[src/rtl/bram_stream_reader.sv]
// Read-side master for a single-port BRAM: streams `length` words from `start_addr`
// onto a valid/ready interface through a 2-entry skid FIFO with full backpressure.
module bram_stream_reader #(
  parameter int DATA_WIDTH = 32,
  parameter int ADDR_WIDTH = 10
) (
  input  logic                  clk,
  input  logic                  rst_n,
  input  logic                  start,
  input  logic [ADDR_WIDTH-1:0] start_addr,
  input  logic [ADDR_WIDTH:0]   length,
  output logic                  busy,
  output logic                  done,
  output logic [ADDR_WIDTH-1:0] bram_addr,
  output logic                  bram_we,
  output logic [DATA_WIDTH-1:0] bram_din,
  input  logic [DATA_WIDTH-1:0] bram_dout,
  output logic                  m_valid,
  input  logic                  m_ready,
  output logic [DATA_WIDTH-1:0] m_data,
  output logic                  m_last
);

  typedef enum logic [1:0] {IDLE, RUN, DONE} state_t;

  localparam logic [ADDR_WIDTH-1:0] ADDR_ONE = {{(ADDR_WIDTH-1){1'b0}}, 1'b1};
  localparam logic [ADDR_WIDTH:0]   CNT_ONE  = {{ADDR_WIDTH{1'b0}}, 1'b1};

  state_t                  state_q, state_d;
  logic [ADDR_WIDTH-1:0]   addr_q, addr_d;
  logic [ADDR_WIDTH:0]     issue_cnt_q, issue_cnt_d;
  logic [ADDR_WIDTH:0]     beat_cnt_q, beat_cnt_d;
  logic                    inflight_q, inflight_d;
  logic [1:0]              fifo_count_q, fifo_count_d;
  logic [DATA_WIDTH-1:0]   head_q, head_d;
  logic [DATA_WIDTH-1:0]   tail_q, tail_d;

  logic                    pop;
  logic                    push;
  logic                    issue;
  logic [1:0]              occ;
  logic [2:0]              pending;

  assign busy      = (state_q == RUN) || (state_q == DONE);
  assign done      = (state_q == DONE);
  assign bram_addr = addr_q;
  assign bram_we   = 1'b0;
  assign bram_din  = '0;
  assign m_valid   = (fifo_count_q != 2'd0);
  assign m_data    = head_q;
  assign m_last    = m_valid && (beat_cnt_q == CNT_ONE);

  always_comb begin
    state_d      = state_q;
    addr_d       = addr_q;
    issue_cnt_d  = issue_cnt_q;
    beat_cnt_d   = beat_cnt_q;
    head_d       = head_q;
    tail_d       = tail_q;

    pop  = m_valid && m_ready;
    push = inflight_q;

    // Reads in flight plus words held must never exceed the FIFO depth.
    pending = {1'b0, fifo_count_q} + {2'b00, inflight_q};
    issue   = (state_q == RUN) && (issue_cnt_q != '0) &&
              ((pending < 3'd2) || ((pending == 3'd2) && pop));

    occ = fifo_count_q - {1'b0, pop};
    if (pop && (fifo_count_q == 2'd2)) head_d = tail_q;
    if (push) begin
      if (occ == 2'd0) head_d = bram_dout;
      else             tail_d = bram_dout;
    end
    fifo_count_d = occ + {1'b0, push};

    if (pop) beat_cnt_d = beat_cnt_q - CNT_ONE;

    inflight_d = issue;
    if (issue) begin
      addr_d      = addr_q + ADDR_ONE;
      issue_cnt_d = issue_cnt_q - CNT_ONE;
    end

    case (state_q)
      IDLE: begin
        if (start) begin
          if (length != '0) begin
            state_d     = RUN;
            addr_d      = start_addr;
            issue_cnt_d = length;
            beat_cnt_d  = length;
          end else begin
            state_d = DONE;
          end
        end
      end
      RUN:     if (pop && (beat_cnt_q == CNT_ONE)) state_d = DONE;
      DONE:    state_d = IDLE;
      default: state_d = IDLE;
    endcase
  end

  always_ff @(posedge clk or negedge rst_n) begin
    if (!rst_n) begin
      state_q      <= IDLE;
      addr_q       <= '0;
      issue_cnt_q  <= '0;
      beat_cnt_q   <= '0;
      inflight_q   <= 1'b0;
      fifo_count_q <= 2'd0;
      head_q       <= '0;
      tail_q       <= '0;
    end else begin
      state_q      <= state_d;
      addr_q       <= addr_d;
      issue_cnt_q  <= issue_cnt_d;
      beat_cnt_q   <= beat_cnt_d;
      inflight_q   <= inflight_d;
      fifo_count_q <= fifo_count_d;
      head_q       <= head_d;
      tail_q       <= tail_d;
    end
  end

endmodule

[config.mk]
export PLATFORM = sky130hd
export DESIGN_NAME = bram_stream_reader
export DESIGN_NICKNAME = d
export VERILOG_FILES = /design/src/rtl/bram_stream_reader.sv
export SDC_FILE = /design/constraint.sdc
export NUM_CORES = 1
export LEC_CHECK = 0
export CORE_ASPECT_RATIO = 0.75
export CORE_MARGIN = 8
export CORE_UTILIZATION = 45
export DETAILED_ROUTE_END_ITERATION = 6
export GPL_TIMING_DRIVEN = 0
export HOLD_SLACK_MARGIN = 0.08
export PLACE_DENSITY = 0.72
export SKIP_LAST_GASP = 1
export SYNTH_ARGS = -nofsm -noshare
export SYNTH_HDL_FRONTEND = slang
export SYNTH_SLANG_ARGS = --single-unit
[constraint.sdc]
create_clock -name clk -period 2.9 [get_ports clk]
set_clock_uncertainty 0.05 [all_clocks]
set_input_delay 0.58 -clock clk [delete_from_list [all_inputs] [get_ports clk]]
set_output_delay 0.58 -clock clk [all_outputs]
set_load 0.01 [all_outputs]
* Word-level counts from Yosys, hierarchy flattened
Cells that the tools add are included.
Word-level totals: output and inout bits 79, flip-flop bits (word level) 101, word-level logic and storage cells 58, input bits 57
Operators by class: reduce and logical (&&, ||, !) cells 16, add/sub/neg operators 6, muxes and demuxes 19, bitwise gates (word level) 1, order comparisons 1, eq/ne operators 7
Operator list (number):
- 2-to-1 mux 32 bit | 3
- 2-to-1 mux 11 bit | 8
- 2-to-1 mux 10 bit | 4
- nonzero test 11 bit | 2
- subtractor 11 x 1 -> 11 bit, second input constant | 2
- equality test 11 x 1 -> 1 bit, second input constant | 1
- adder 10 x 1 -> 10 bit, second input constant | 1
- logical AND 1 bit | 7
- 2-to-1 mux 2 bit | 3
- equality test 2 bit, second input constant | 2
- logical NOT 2 bit | 2
- case mux 2 bit (2 select lines) | 1
- AND reduction 2 bit | 2
- adder 2 x 1 -> 3 bit | 1
- equality test 3 x 2 -> 1 bit, second input constant | 1
- < comparator 3 x 2 -> 1 bit, second input constant | 1
- adder 2 x 1 -> 2 bit | 1
- equality test 2 x 1 -> 1 bit, second input constant | 1
- logical OR 1 bit | 2
- inequality test 2 x 1 -> 1 bit, second input constant | 1
- inequality test 2 bit, second input constant | 1
- nonzero test 2 bit | 1
- subtractor 2 x 1 -> 2 bit | 1
- NOT 1 bit | 1

* Logic depth before layout (Yosys ltp)
word-level depth 9, gate-level depth with buffers 9

* Worst setup path before layout
No wires, ideal clock.
path kind input to register, start point input port m_ready, end point register tail_q[10], stages 8, library setup time 0.125 ns, required time 2.725 ns, data arrival time 2.214 ns, setup slack 0.511 ns, path through o21ai_2 inv_1 clkbuf_1 ha_1 xnor2_1 a21boi_1 buf_2 mux2_2
Between the ends: word-level cells in the longest chain between the ends 5
RTL lines:
- start: declaration | RTL line 19 | input logic m_ready,
- logical AND 1 bit | RTL line 61 | pop = m_valid && m_ready;
- subtractor 2 x 1 -> 2 bit | RTL line 69 | occ = fifo_count_q - {1'b0, pop};
- logical NOT 2 bit | RTL line 72 | if (occ == 2'd0) head_d = bram_dout;
- NOT 1 bit (no line)
- AND reduction 2 bit (no line)
- end signal: assignment | RTL line 122 | tail_q <= tail_d;
- end: declaration | RTL line 36 | logic [DATA_WIDTH-1:0] tail_q, tail_d;
No other way between the ends. A chain may end at the register's enable or synchronous reset.

* Final worst setup path
start point register beat_cnt_q[7], end point output port m_last
Between the ends: word-level cells in the longest chain between the ends 2
RTL lines:
- start: declaration | RTL line 32 | logic [ADDR_WIDTH:0] beat_cnt_q, beat_cnt_d;
- start signal: assignment | RTL line 118 | beat_cnt_q <= beat_cnt_d;
- equality test 11 x 1 -> 1 bit | RTL line 51 | assign m_last = m_valid && (beat_cnt_q == CNT_ONE);
- logical AND 1 bit | RTL line 51
- end: declaration | RTL line 21 | output logic m_last
No other way between the ends.

==> out/metrics.json <==
{
  "reg2reg_from": {"value": "fifo_count_q[1]"},
  "intPower": {"value": 0.00451, "unit": "W"},
  "timing.final.max_slew_violations": {"value": 0},
  "detail_route.vias_per_cell": {"value": 5.36},
  "fp-row-count": {"value": 34},
  "count_of_hold_buffers_inserted_by_post_cts_repair": {"value": 0},
  "drive_gt1_share": {"value": 17.5, "unit": "%"},
  "routed_wirelength": {"value": 13.4, "unit": "mm"},
  "die_wd": {"value": 140, "unit": "µm"},
  "worst_pin_slew": {"value": 785, "unit": "ps"},
  "static-leakage-power": {"value": 3.10, "unit": "nW"},
  "postSynthCellCount": {"value": 491},
  "synth-seq-cells": {"value": 101},
  "power_density": {"value": 1040, "unit": "mW/mm²"},
  "layout_min_cycle_time": {"value": 2730, "unit": "ps"},
  "hpwl": {"value": 9.96, "unit": "mm"},
  "placed_cells": {"value": 769},
  "status": {"value": "complete, no violations"},
  "grt_pass1_vias": {"value": 4300},
  "cts_num_sinks": {"value": 101},
  "cp-startpoint": {"value": "beat_cnt_q[7]"},
  "r2r-end": {"value": "m_data[12]"},
  "min_period_over_period": {"value": 94.2, "unit": "%"},
  "design.core.area": {"value": 0.0114, "unit": "mm²"},
  "synth.cell_area": {"value": 0.00523, "unit": "mm²"},
  "min-delay-path-class": {"value": "primary input to asynchronous set/reset pin"},
  "grt_first_pass_wirelength": {"value": 21.6, "unit": "mm"},
  "average_cell_area_after_synthesis": {"value": 10.6, "unit": "µm²"},
  "worst_setup_path_end": {"value": "m_last"},
  "finish.instance_area": {"value": 0.00689, "unit": "mm²"},
  "vdd_ir_drop_max": {"value": 0.000456, "unit": "V"},
  "maxSlewHeadroom": {"value": 47.6, "unit": "%"},
  "vias_after_detailed_routing": {"value": 4201},
  "ff2ff_path_depth": {"value": 8},
  "path_clk_slew": {"value": 80, "unit": "ps"},
  "switching_power_share_of_the_total": {"value": 37.0, "unit": "%"},
  "largest_net_degree_at_the_start_of_global_routing": {"value": 61},
  "power_switching": {"value": 0.00265, "unit": "W"},
  "cts_tree": {"value": "built"},
  "die-height": {"value": 109, "unit": "µm"},
  "seq_power_share": {"value": 37.6, "unit": "%"},
  "initial_utilization": {"value": 45.7, "unit": "%"},
  "total_of_endpoints_with_negative_setup_slack_in_the_final_report": {"value": 0},
  "p_comb_share": {"value": 44.8, "unit": "%"},
  "drv.max_cap_violation_count": {"value": 0},
  "final_antenna_net_count": {"value": 0},
  "grt_use_total": {"value": 17.4, "unit": "%"},
  "area_of_the_die": {"value": 0.0154, "unit": "mm²"},
  "critical_path_required": {"value": 2270, "unit": "ps"},
  "worstPathArrival": {"value": 2100, "unit": "ps"},
  "clk_path_buf_depth": {"value": 2},
  "route.detailed.wl_per_inst": {"value": 17.1, "unit": "µm"},
  "timing.reg2reg.setup_slack": {"value": 250, "unit": "ps"},
  "drc": {"value": 0},
  "setup.worst_path.class": {"value": "register to primary output"},
  "gp_congestion": {"value": 0.858},
  "antenna_violations_before_repair": {"value": 0},
  "yosysSeqAreaShare": {"value": 48.3, "unit": "%"},
  "synth_unique_cells": {"value": 54},
  "achievable-frequency": {"value": 0.366, "unit": "GHz"},
  "clock_tree.htree_level_count": {"value": 3},
  "cts_inserted_buffers": {"value": 9},
  "placedInstanceArea": {"value": 0.00656, "unit": "mm²"},
  "clock_insertion_delay_worst_skew": {"value": 340, "unit": "ps"},
  "grt_setup_unrepaired": {"value": "true"},
  "number_of_synthesized_flops_with_an_enable_pin": {"value": 0},
  "ys_dominant_reg_cell": {"value": "sky130_fd_sc_hd__dfrtp_1"},
  "detail_route.first_pass.iterations": {"value": 5},
  "global_route.overflow_total": {"value": 0},
  "num_antenna_cells": {"value": 0},
  "place.port_buffers": {"value": 101},
  "timing.final.hold_violations": {"value": 0},
  "finish.net_count": {"value": 704},
  "critical_path.startpoint_type": {"value": "register"},
  "async_flop_share": {"value": 100, "unit": "%"},
  "timing.critical_path.to_type": {"value": "primary output"},
  "finalNonFillerCells": {"value": 784},
  "ctsRootBufferMaster": {"value": "sky130_fd_sc_hd__clkbuf_16"},
  "relative_area_change_from_synthesis_to_final_layout": {"value": 31.9, "unit": "%"},
  "report.power.total": {"value": 0.00716, "unit": "W"},
  "yosys_warnings": {"value": 0},
  "detailedRoute.firstIterationViolations": {"value": 270},
  "worstPathMaxFanout": {"value": 4},
  "p_clk_share": {"value": 17.6, "unit": "%"},
  "ios": {"value": 136}
}
==> synthesized netlist by cell type, types with 2 or more instances <==
cell | number | share of area [%]
sky130_fd_sc_hd__a31oi_1 | 15 | 1.8
sky130_fd_sc_hd__ha_1 | 12 | 2.9
sky130_fd_sc_hd__mux2i_1 | 32 | 6.1
sky130_fd_sc_hd__nand2b_1 | 3 | 0.36
sky130_fd_sc_hd__xor2_1 | 8 | 1.3
sky130_fd_sc_hd__mux2_2 | 32 | 6.9
sky130_fd_sc_hd__buf_1 | 3 | 0.22
sky130_fd_sc_hd__inv_1 | 15 | 1.1
sky130_fd_sc_hd__a21oi_1 | 43 | 4.1
sky130_fd_sc_hd__nor3_1 | 4 | 0.38
sky130_fd_sc_hd__nor4_1 | 3 | 0.36
sky130_fd_sc_hd__xnor2_1 | 4 | 0.67
sky130_fd_sc_hd__clkbuf_1 | 12 | 0.86
sky130_fd_sc_hd__o31ai_1 | 9 | 1.3
sky130_fd_sc_hd__nor2_1 | 56 | 4.0
sky130_fd_sc_hd__or4_1 | 9 | 1.3
sky130_fd_sc_hd__buf_2 | 10 | 0.96
sky130_fd_sc_hd__a311oi_1 | 4 | 0.67
sky130_fd_sc_hd__or3_1 | 7 | 0.84
sky130_fd_sc_hd__nand4_1 | 7 | 0.84
sky130_fd_sc_hd__or4_4 | 4 | 0.86
sky130_fd_sc_hd__and4_1 | 2 | 0.34
sky130_fd_sc_hd__o311ai_0 | 2 | 0.34
sky130_fd_sc_hd__o21ai_0 | 10 | 0.96
sky130_fd_sc_hd__o41ai_1 | 2 | 0.34
sky130_fd_sc_hd__dfrtp_1 | 101 | 48
sky130_fd_sc_hd__nand2_1 | 8 | 0.57
sky130_fd_sc_hd__nand4b_1 | 4 | 0.67
sky130_fd_sc_hd__nand3_1 | 12 | 1.1
sky130_fd_sc_hd__buf_4 | 34 | 4.9
==> worst max-delay path, cell delays in order (launching register included) <==
cell and delay (ps):
sky130_fd_sc_hd__dfrtp_1 420, sky130_fd_sc_hd__nor4_1 510, sky130_fd_sc_hd__and4_1 280, sky130_fd_sc_hd__clkdlybuf4s50_1 540
==> cell type report <==
type                       instances  area (µm²)
inverter                          16        60.1
multi-input combinational        346        2410
sequential                       101        2530
timing repair buffer             102        1030
clock inverter                     7        92.6
buffer                            59         369
tap                              144         180
clock buffer                       9         225
fill                             984        4550
==> routing by layer <==
metal | track usage (%) | up-vias | wire length (µm)
met5 | 0 | - | 0
met4 | 4.59 | 0 | 80
met2 | 28.8 | 138 | 6450
met3 | 5.21 | 6 | 860
met1 | 22.1 | 2063 | 5990
li1 | - | 1994 | -
==> flip-flops by register name, indices dropped and copies added, names as in the netlist <==
register / flops
m_data: 32
tail_q: 32
beat_cnt_q: 11
issue_cnt_q: 11
bram_addr: 10
fifo_count_q: 2
state_q: 2
inflight_q: 1
==> kinds of logic (layout without fill, tap and decap cells) <==
family | Yosys count | in the layout | share of synthesized area [%]
AOI/OAI and AO/OA | 98 | 98 | 12.3
xor gates and xnor gates | 12 | 12 | 2.01
adders and majority gates | 12 | 12 | 2.87
buffers and inverters | 76 | 193 | 8.28
DFF | 101 | 101 | 48.3
muxes | 64 | 64 | 13.0
other | 1 | 33 | 0.0717
and+or+nand+nor | 127 | 127 | 13.1
==> what timing repair did <==
action | 4_1_cts | 5_1_grt
setup endpoints to repair | 33 | 46
endpoints found under the hold margin | 0 | 0
resized for setup | 1 | 3
buffers inserted | 0 | 0
==> worst min-delay path by stage <==
stage	end	slack, ps	start
floorplan	beat_cnt_q[0]	230	rst_n
global route	bram_addr[2]	310	rst_n
detailed placement	tail_q[28]	450	tail_q[28]
finish	bram_addr[2]	260	rst_n
global placement	tail_q[19]	440	tail_q[19]
CTS	bram_addr[2]	280	rst_n
==> placed cells by master (no fill, tap or decap), types with 9 or more instances in the layout <==
cell,instances
sky130_fd_sc_hd__mux2_2,32
sky130_fd_sc_hd__inv_1,15
sky130_fd_sc_hd__a21oi_1,43
sky130_fd_sc_hd__clkdlybuf4s50_1,100
sky130_fd_sc_hd__clkbuf_16,9
sky130_fd_sc_hd__o31ai_1,9
sky130_fd_sc_hd__o21ai_0,10
sky130_fd_sc_hd__nor2_1,56
sky130_fd_sc_hd__buf_2,10
sky130_fd_sc_hd__or4_1,9
sky130_fd_sc_hd__a31oi_1,15
sky130_fd_sc_hd__mux2i_1,32
sky130_fd_sc_hd__buf_4,35
sky130_fd_sc_hd__clkbuf_1,11
sky130_fd_sc_hd__nand3_1,11
sky130_fd_sc_hd__ha_1,12
sky130_fd_sc_hd__conb_1,33
sky130_fd_sc_hd__dfrtp_1,101
==> metrics by stage <==
step	setup WS [ps]	TNS [ps]	hold WS [ps]	util [%]
finish	168	0	258	60.2
global placement	-2570	-280150	438	57.1
floorplan	511	0	234	-
global route	-12.3	-20.7	308	60.2
CTS	91.1	0	283	60.1
detailed placement	-406	-22140	446	57.3
==> power groups by stage <==
stage | combinational [W] | clock [W] | sequential (W)
after CTS | 0.00321 | 0.00130 | 0.00267
after detailed placement | 0.00320 | 0 | 0.00268
after global routing | 0.00352 | 0.00136 | 0.00278
final | 0.00321 | 0.00126 | 0.00269
after global placement | 0.00310 | 0 | 0.00265
after floorplan | 0.00186 | 0 | 0.00270
(Power assumes the default switching activity.)
